$ cat config.mk
export PLATFORM = sky130hd
export DESIGN_NAME = ps2_text_buffer_ctrl
export DESIGN_NICKNAME = d
export VERILOG_FILES = /design/src/rtl/ps2_text_buffer_ctrl.sv
export SDC_FILE = /design/constraint.sdc
export NUM_CORES = 1
export LEC_CHECK = 0
export CORE_ASPECT_RATIO = 2
export CORE_MARGIN = 1.5
export CORE_UTILIZATION = 60
export CTS_CLUSTER_SIZE = 28
export DETAILED_ROUTE_END_ITERATION = 10
export HOLD_SLACK_MARGIN = 0.1
export PLACE_DENSITY = 0.83
export SYNTH_ARGS = -nofsm -noshare
export SYNTH_HDL_FRONTEND = slang
export SYNTH_SLANG_ARGS = --single-unit
$ cat constraint.sdc
create_clock -name CLOCK_50_I -period 2.45 [get_ports CLOCK_50_I]
set_input_delay 0.6125 -clock CLOCK_50_I [delete_from_list [all_inputs] [get_ports CLOCK_50_I]]
set_output_delay 0.6125 -clock CLOCK_50_I [all_outputs]
set_load 0.05 [all_outputs]
$ cat src/rtl/ps2_text_buffer_ctrl.sv
// PS/2 make-code to one-line text buffer for the VGA character-ROM overlay.
// Optional feature: define TEXT_BUF_BACKSPACE_EN to enable the 0x66 backspace key.
module ps2_text_buffer_ctrl #(
   parameter int BUF_DEPTH = 16,
   parameter int ADDR_W    = 4
) (
   input  logic              CLOCK_50_I,
   input  logic              resetn,
   input  logic [7:0]        PS2_code,
   input  logic              PS2_code_ready,
   input  logic              PS2_make_code,
   input  logic [ADDR_W-1:0] rd_col,
   output logic [5:0]        rd_char,
   output logic [ADDR_W:0]   char_count,
   output logic [7:0]        run_bcd,
   output logic              buf_full,
   output logic              clear_busy
);

   localparam logic [5:0] BLANK    = 6'o40;
   localparam logic [1:0] K_NONE   = 2'd0;
   localparam logic [1:0] K_CHAR   = 2'd1;
   localparam logic [1:0] K_NEWRUN = 2'd2;
`ifdef TEXT_BUF_BACKSPACE_EN
   localparam logic [1:0] K_BKSP   = 2'd3;
`endif

   typedef enum logic [1:0] {IDLE, DECODE, WRITE, CLEAR} state_t;

   state_t            state, next_state;
   logic              ready_p0, make_p0, ready_buf;
   logic [7:0]        code_p0, code_reg;
   logic              ev;
   logic [7:0]        dec;
   logic [1:0]        kind;
   logic [5:0]        val;
   logic [ADDR_W-1:0] cnt_idx, clr_idx, wr_idx;
   logic              wr_en;
   logic [5:0]        wr_data;
   logic [5:0]        cells [BUF_DEPTH];

   // Returns {kind, character-ROM address}.
   function automatic logic [7:0] decode(input logic [7:0] c);
      case (c)
         8'h1C: decode = {K_CHAR, 6'o01};
         8'h32: decode = {K_CHAR, 6'o02};
         8'h21: decode = {K_CHAR, 6'o03};
         8'h23: decode = {K_CHAR, 6'o04};
         8'h24: decode = {K_CHAR, 6'o05};
         8'h2B: decode = {K_CHAR, 6'o06};
         8'h34: decode = {K_CHAR, 6'o07};
         8'h33: decode = {K_CHAR, 6'o10};
         8'h43: decode = {K_CHAR, 6'o11};
         8'h3B: decode = {K_CHAR, 6'o12};
         8'h45: decode = {K_CHAR, 6'o60};
         8'h16: decode = {K_CHAR, 6'o61};
         8'h1E: decode = {K_CHAR, 6'o62};
         8'h26: decode = {K_CHAR, 6'o63};
         8'h25: decode = {K_CHAR, 6'o64};
         8'h2E: decode = {K_CHAR, 6'o65};
         8'h36: decode = {K_CHAR, 6'o66};
         8'h3D: decode = {K_CHAR, 6'o67};
         8'h3E: decode = {K_CHAR, 6'o70};
         8'h46: decode = {K_CHAR, 6'o71};
         8'h29: decode = {K_NEWRUN, BLANK};
`ifdef TEXT_BUF_BACKSPACE_EN
         8'h66: decode = {K_BKSP, BLANK};
`endif
         default: decode = {K_NONE, 6'o00};
      endcase
   endfunction

   function automatic logic [7:0] bcd_inc(input logic [7:0] b);
      if (b[3:0] == 4'd9)
         bcd_inc = {(b[7:4] == 4'd9) ? 4'd0 : b[7:4] + 4'd1, 4'd0};
      else
         bcd_inc = {b[7:4], b[3:0] + 4'd1};
   endfunction

   assign ev         = ready_p0 & ~ready_buf & make_p0;
   assign dec        = decode(code_reg);
   assign kind       = dec[7:6];
   assign val        = dec[5:0];
   assign cnt_idx    = char_count[ADDR_W-1:0];
   assign buf_full   = (char_count == (ADDR_W+1)'(BUF_DEPTH));

   // Stage p0: input sample; ready_buf: previous sample for edge detect
   always_ff @(posedge CLOCK_50_I or negedge resetn) begin
      if (!resetn) begin
         ready_p0  <= 1'b0;
         make_p0   <= 1'b0;
         code_p0   <= 8'h00;
         ready_buf <= 1'b0;
         code_reg  <= 8'h00;
      end else begin
         ready_p0  <= PS2_code_ready;
         make_p0   <= PS2_make_code;
         code_p0   <= PS2_code;
         ready_buf <= ready_p0;
         if (state == IDLE && ev)
            code_reg <= code_p0;
      end
   end

   always_ff @(posedge CLOCK_50_I or negedge resetn) begin
      if (!resetn) state <= IDLE;
      else         state <= next_state;
   end

   always_comb begin
      next_state = state;
      case (state)
         IDLE:   if (ev) next_state = DECODE;
         DECODE: begin
            next_state = IDLE;
            if (kind == K_CHAR && !buf_full)  next_state = WRITE;
            if (kind == K_NEWRUN)             next_state = CLEAR;
`ifdef TEXT_BUF_BACKSPACE_EN
            if (kind == K_BKSP && char_count != '0) next_state = WRITE;
`endif
         end
         WRITE:  next_state = IDLE;
         CLEAR:  if (clr_idx == '1) next_state = IDLE;
         default: next_state = IDLE;
      endcase
   end

   always_comb begin
      wr_en      = 1'b0;
      wr_idx     = cnt_idx;
      wr_data    = val;
      clear_busy = 1'b0;
      case (state)
         WRITE: begin
            wr_en = 1'b1;
`ifdef TEXT_BUF_BACKSPACE_EN
            if (kind == K_BKSP) begin
               wr_idx  = cnt_idx - ADDR_W'(1);
               wr_data = BLANK;
            end
`endif
         end
         CLEAR: begin
            wr_en      = 1'b1;
            wr_idx     = clr_idx;
            wr_data    = BLANK;
            clear_busy = 1'b1;
         end
         default: ;
      endcase
   end

   always_ff @(posedge CLOCK_50_I or negedge resetn) begin
      if (!resetn) begin
         char_count <= '0;
         run_bcd    <= 8'h00;
         clr_idx    <= '0;
      end else begin
         clr_idx <= (state == CLEAR) ? clr_idx + ADDR_W'(1) : '0;
         if (state == DECODE && next_state == CLEAR)
            run_bcd <= bcd_inc(run_bcd);
         if (state == CLEAR && clr_idx == '1)
            char_count <= '0;
         else if (state == WRITE) begin
`ifdef TEXT_BUF_BACKSPACE_EN
            if (kind == K_BKSP) char_count <= char_count - (ADDR_W+1)'(1);
            else                char_count <= char_count + (ADDR_W+1)'(1);
`else
            char_count <= char_count + (ADDR_W+1)'(1);
`endif
         end
      end
   end

   // Read sees the pre-write value when the same cell is written this cycle
   always_ff @(posedge CLOCK_50_I or negedge resetn) begin
      if (!resetn) begin
         for (int i = 0; i < BUF_DEPTH; i++) cells[i] <= BLANK;
         rd_char <= BLANK;
      end else begin
         if (wr_en) cells[wr_idx] <= wr_data;
         rd_char <= cells[rd_col];
      end
   end

endmodule

After elaboration in Yosys (flattened, before gate mapping)
Index checks and enable logic that the tools add are counted.
W data, S select, Z words.
{"block": "classes", "n_bitwise": 5, "reduce_logical": 10, "mux": 21, "order_cmp": 3, "n_eq_ne": 31, "add_sub_neg": 4}
{"op": "$pmux W8 S21", "count": 1}
{"op": "$eq A8 B6 Y1 const B", "count": 15}
{"op": "$bwmux W96", "count": 1}
{"op": "$bmux W6 S4", "count": 1}
{"op": "$demux W6 S4", "count": 1}
{"op": "$eq A8 B5 Y1 const B", "count": 3}
{"op": "$eq A8 B7 Y1 const B", "count": 3}
{"op": "$mux W6", "count": 4}
{"op": "$mux W4", "count": 4}
{"op": "$add A4 B1 Y4 const B", "count": 3}
{"op": "$eq A4 B4 Y1 const B", "count": 3}
{"op": "$ge A5 B5 Y1 const B", "count": 2}
{"op": "$mux W5", "count": 2}
{"op": "$not A4 Y5", "count": 2}
{"op": "$eq A2 B2 Y1 const B", "count": 4}
{"op": "$mux W2", "count": 4}
{"op": "$pmux W2 S4", "count": 1}
{"op": "$add A5 B1 Y5 const B", "count": 1}
{"op": "$eq A5 B5 Y1 const B", "count": 1}
{"op": "$logic_and A1 B1 Y1", "count": 5}
{"op": "$lt A5 B1 Y1 const B", "count": 1}
{"op": "$eq A2 B1 Y1 const B", "count": 2}
{"op": "$and A1 B1 Y1", "count": 2}
{"op": "$logic_not A2 Y1", "count": 1}
{"op": "other kinds (6)", "count": 7}
{"block": "totals", "in_bits": 16, "ff_bits": 140, "elab_cells": 101}

Longest topological paths before layout
{"block": "logic_depth", "word_depth": 10, "mapped_depth": 8}

Worst setup path after synthesis
Ideal clock, no wire load.
{"block": "synth_timing", "path_kind": "input to register", "startpoint": "input port rd_col[0]", "endpoint": "register rd_char[2]", "path_slack_ps": 250, "required_time_ps": 2312, "t_arrival_ps": 2062, "cell_stages": 4, "n_path_buf": 2, "path_cell_list": "buf_2 -> buf_2 -> mux4_2 -> mux4_2"}
{"block": "synth_via", "elab_chain_len": 4}
{"item": "start, declared", "line": "12", "rtl": "input logic [ADDR_W-1:0] rd_col,"}
{"item": "$not A4 Y5 (implied by the code)", "line": "182", "rtl": "rd_char <= cells[rd_col];"}
{"item": "$bmux W6 S4", "line": "182"}
{"item": "$mux W6 (implied by the code) (2 in a row)", "line": "182"}
{"item": "end signal, assigned", "line": "182"}
{"item": "end, declared", "line": "13", "rtl": "output logic [5:0] rd_char,"}
No other way between the ends. The select of a mux whose other input is x is not followed.
A chain may end at the register's enable or synchronous reset.

Worst setup path in the final report
{"block": "layout_timing", "startpoint": "register char_count[1]", "endpoint": "output port char_count[1]"}
{"item": "start, declared", "line": "14", "rtl": "output logic [ADDR_W:0] char_count,"}
{"item": "start signal, assigned", "line": "169", "rtl": "char_count <= char_count + (ADDR_W+1)'(1);"}
No word-level cell between the ends.

==> results_dict.tcl <==
set metrics [dict create \
    fp.dieH_um 154.3 \
    relSlewSlack_pct 58.86 \
    synth_area_leaders "dfrtp_1, mux2_2, mux4_2, dfstp_2, mux2_1" \
    drive_gt1_share_pct 37.14 \
    worstPathArrival_ns 1.78 \
    top_register "cells" \
    synthArstFlopShare_pct 100.0 \
    crit_type "reg -> out" \
    place_worst_setup_slack_ns -0.1096 \
    area_growth_syn_to_layout_pct 18.72 \
    overflow 0 \
    holdCritPathClass "in -> async" \
    place_hpwl_um 11850 \
    start_util_pct 61.24 \
    worstPathRequired_ns 1.84 \
    finalHoldViolCount 0 \
    port-buffer-count 36 \
    synth_edf_count 0 \
    seq_area_frac_synth_pct 51.31 \
    cts-hold-fix-buffers 0 \
    fin_tns_setup_ns 0 \
    fill_cells 759 \
    grt_max_degree 65 \
    clock.fmax_mhz 418.4 \
    stdcell_count 737 \
    skew_ns 0.008204 \
    cts_sinks 140 \
    critPathCaptureType "primary output" \
    synth_area_per_cell_um2 13.06 \
    clockBufferDepth 2 \
    cts_root_buffer "clkbuf_16" \
    core_area_mm2 0.01122 \
    synth_most_common_cell "dfrtp_1" \
    grt_pass1_vias 5015 \
    grt_util_all_layers_pct 30.16 \
    yosys.cell_types.count 69 \
    min_period_ns 2.390 \
    critPathLaunchType "flop" \
    rsz0062_at_grt "false" \
    clkLatencyLatePin_ns 0.42 \
    clkTransAtPathRegs_ns 0.06 \
    mappedNetlistArea_mm2 0.006869 \
    p_leak_nw 3.667 \
    vias 4640 \
    tightest_slew_ns 0.6142 \
    diodes 0 \
    cts_tree "done" \
    ys_ff_latch 140 \
    vias_per_cell 6.296 \
    synthTopCellsByCount "dfrtp_1, mux2_2, nand2_1" \
    final_nets 601 \
    p_total_mw 6.208 \
    drt-total-wl_um 16590 \
    drt_iter0_markers 298 \
    netlist_instances 526 \
    drtAntennaViolNets 0 \
    grt_pass1_wl_um 26990 \
    placed_cell_area_mm2 0.007535 \
    synth_nets 545 \
    post_cts_resized 0 \
    cp_top_family "buffers and inverters" \
    dp_cells 705 \
    gp_congestion 0.9373 \
    crit_fanout 9 \
    largest_reg_flops 96 \
    die_w_um 78.66 \
    ir_worst_vdd_uv 571.4 \
    core.rowCount 55 \
    drc 0 \
    cts_setup_buffers 0 \
    io_pins 37 \
    htreeDepth 4 \
    antenna_found_initial 0 \
    synth-warning-count 0 \
    finalWorstSetupSlack_ns 0.05985 \
    slowest_delay_ns 0.86 \
    setup_viol 0 \
    ys.flop_type "dfrtp_1" \
    power_density_mw_per_mm2 761.2 \
    outcome "finished, final reports clean" \
    die_area_mm2 0.01214 \
    synth_top_cell_area_share_pct 44.81 \
    crit_path_cell_trace "clkdlybuf4s50_1" \
    wl_per_cell_um 22.51 \
    final_area_mm2 0.008155 \
    yosysTopAreaCell "dfrtp_1" \
    cts_made_buffers 17 \
    cap_violations 0 \
    crit_slowest_cell "clkdlybuf4s50_1" \
    period_share_pct 97.56 \
    firstDrtPassIters 5 \
    drv_slew 0 \
    crit_buf_inv 1 \
]
## through the flow
step	hold slack [ns]	util, %
6_report	0.1646	72.71
4_1_cts	0.1991	72.68
5_1_grt	0.2151	72.71
3_5_place_dp	0.3725	67.17
2_1_floorplan	0.3169	-
3_3_place_gp	0.3650	67.17
## worst register-to-register path: cells and delay by family, from the launching register on
| family | cells | cell delay, ns |
|---|---|---|
| buf+inv | 1 | 0.16 |
| compound gates | 2 | 0.81 |
| flops | 1 | 0.53 |
| simple gates | 3 | 0.61 |
| mux | 1 | 0.17 |
## report_power, final
part | internal, mW | switching (mW) | leakage [nW]
clock | 1.73 | 0.959 | 0.297
sequential | 2.41 | 0.147 | 1.85
combinational | 0.386 | 0.578 | 1.52
total | 4.52 | 1.68 | 3.67
## metal layers
metal / up-vias / track usage, % / wire (um)
li1: 2041 / - / -
met1: 2366 / 30.74 / 5413
met2: 163 / 55.54 / 9629
met3: 70 / 5.133 / 503
met4: 0 / 18.37 / 1043
met5: - / 0 / 0
## cells by family (layout without fill, tap and decap cells)
family / after synthesis / after routing / share of synthesized area, %
buffers and inverters: 41 / 110 / 3.206
DFF: 140 / 140 / 51.31
and+or+nand+nor: 142 / 142 / 11.37
muxes: 132 / 132 / 26.54
xor gates and xnor gates: 7 / 7 / 0.8925
AOI/OAI and AO/OA: 61 / 61 / 6.139
adders and majority gates: 3 / 3 / 0.5465
## worst paths after layout
| check | start | endpoint | slack, ns | cells past startpoint |
|---|---|---|---|---|
| setup / recovery | char_count[1] | char_count[1] | 0.06 | 1 |
| hold / removal | resetn | rd_char[4] | 0.16 | 1 |
| setup reg to reg | code_reg[2] | cells[38] | 0.11 | 7 |
| hold reg to reg | ready_p0 | ready_buf | 0.39 | 0 |
| max in group asynchronous | resetn | cells[27] | 1.62 | 2 |
| min in group CLOCK_50_I | ready_p0 | ready_buf | 0.39 | 0 |
## layout make-up
class	instances	area, um2	area share, %
multi-input cells	345	3131	38.39
flip-flops and latches	140	3525	43.22
repair buffers	66	659.4	8.085
well taps	142	177.7	2.179
clock buffers	21	450.4	5.523
clock inverters	11	167.7	2.056
inverters	12	45.04	0.5523
## placed cells by master, fill, tap and decap left out, types with 5 or more instances in the layout
cell type / n
mux4_2: 30
buf_4: 26
nand2_1: 35
nor2_2: 5
nor2_1: 23
or3_1: 6
inv_1: 10
a21oi_1: 10
mux2_1: 12
nor2b_1: 8
nand2b_1: 9
buf_12: 6
mux2_2: 89
clkbuf_16: 17
o21ai_0: 18
clkdlybuf4s50_1: 32
nand3_1: 19
dfrtp_1: 123
dfstp_2: 17
Power figures use the tool's default switching activity.
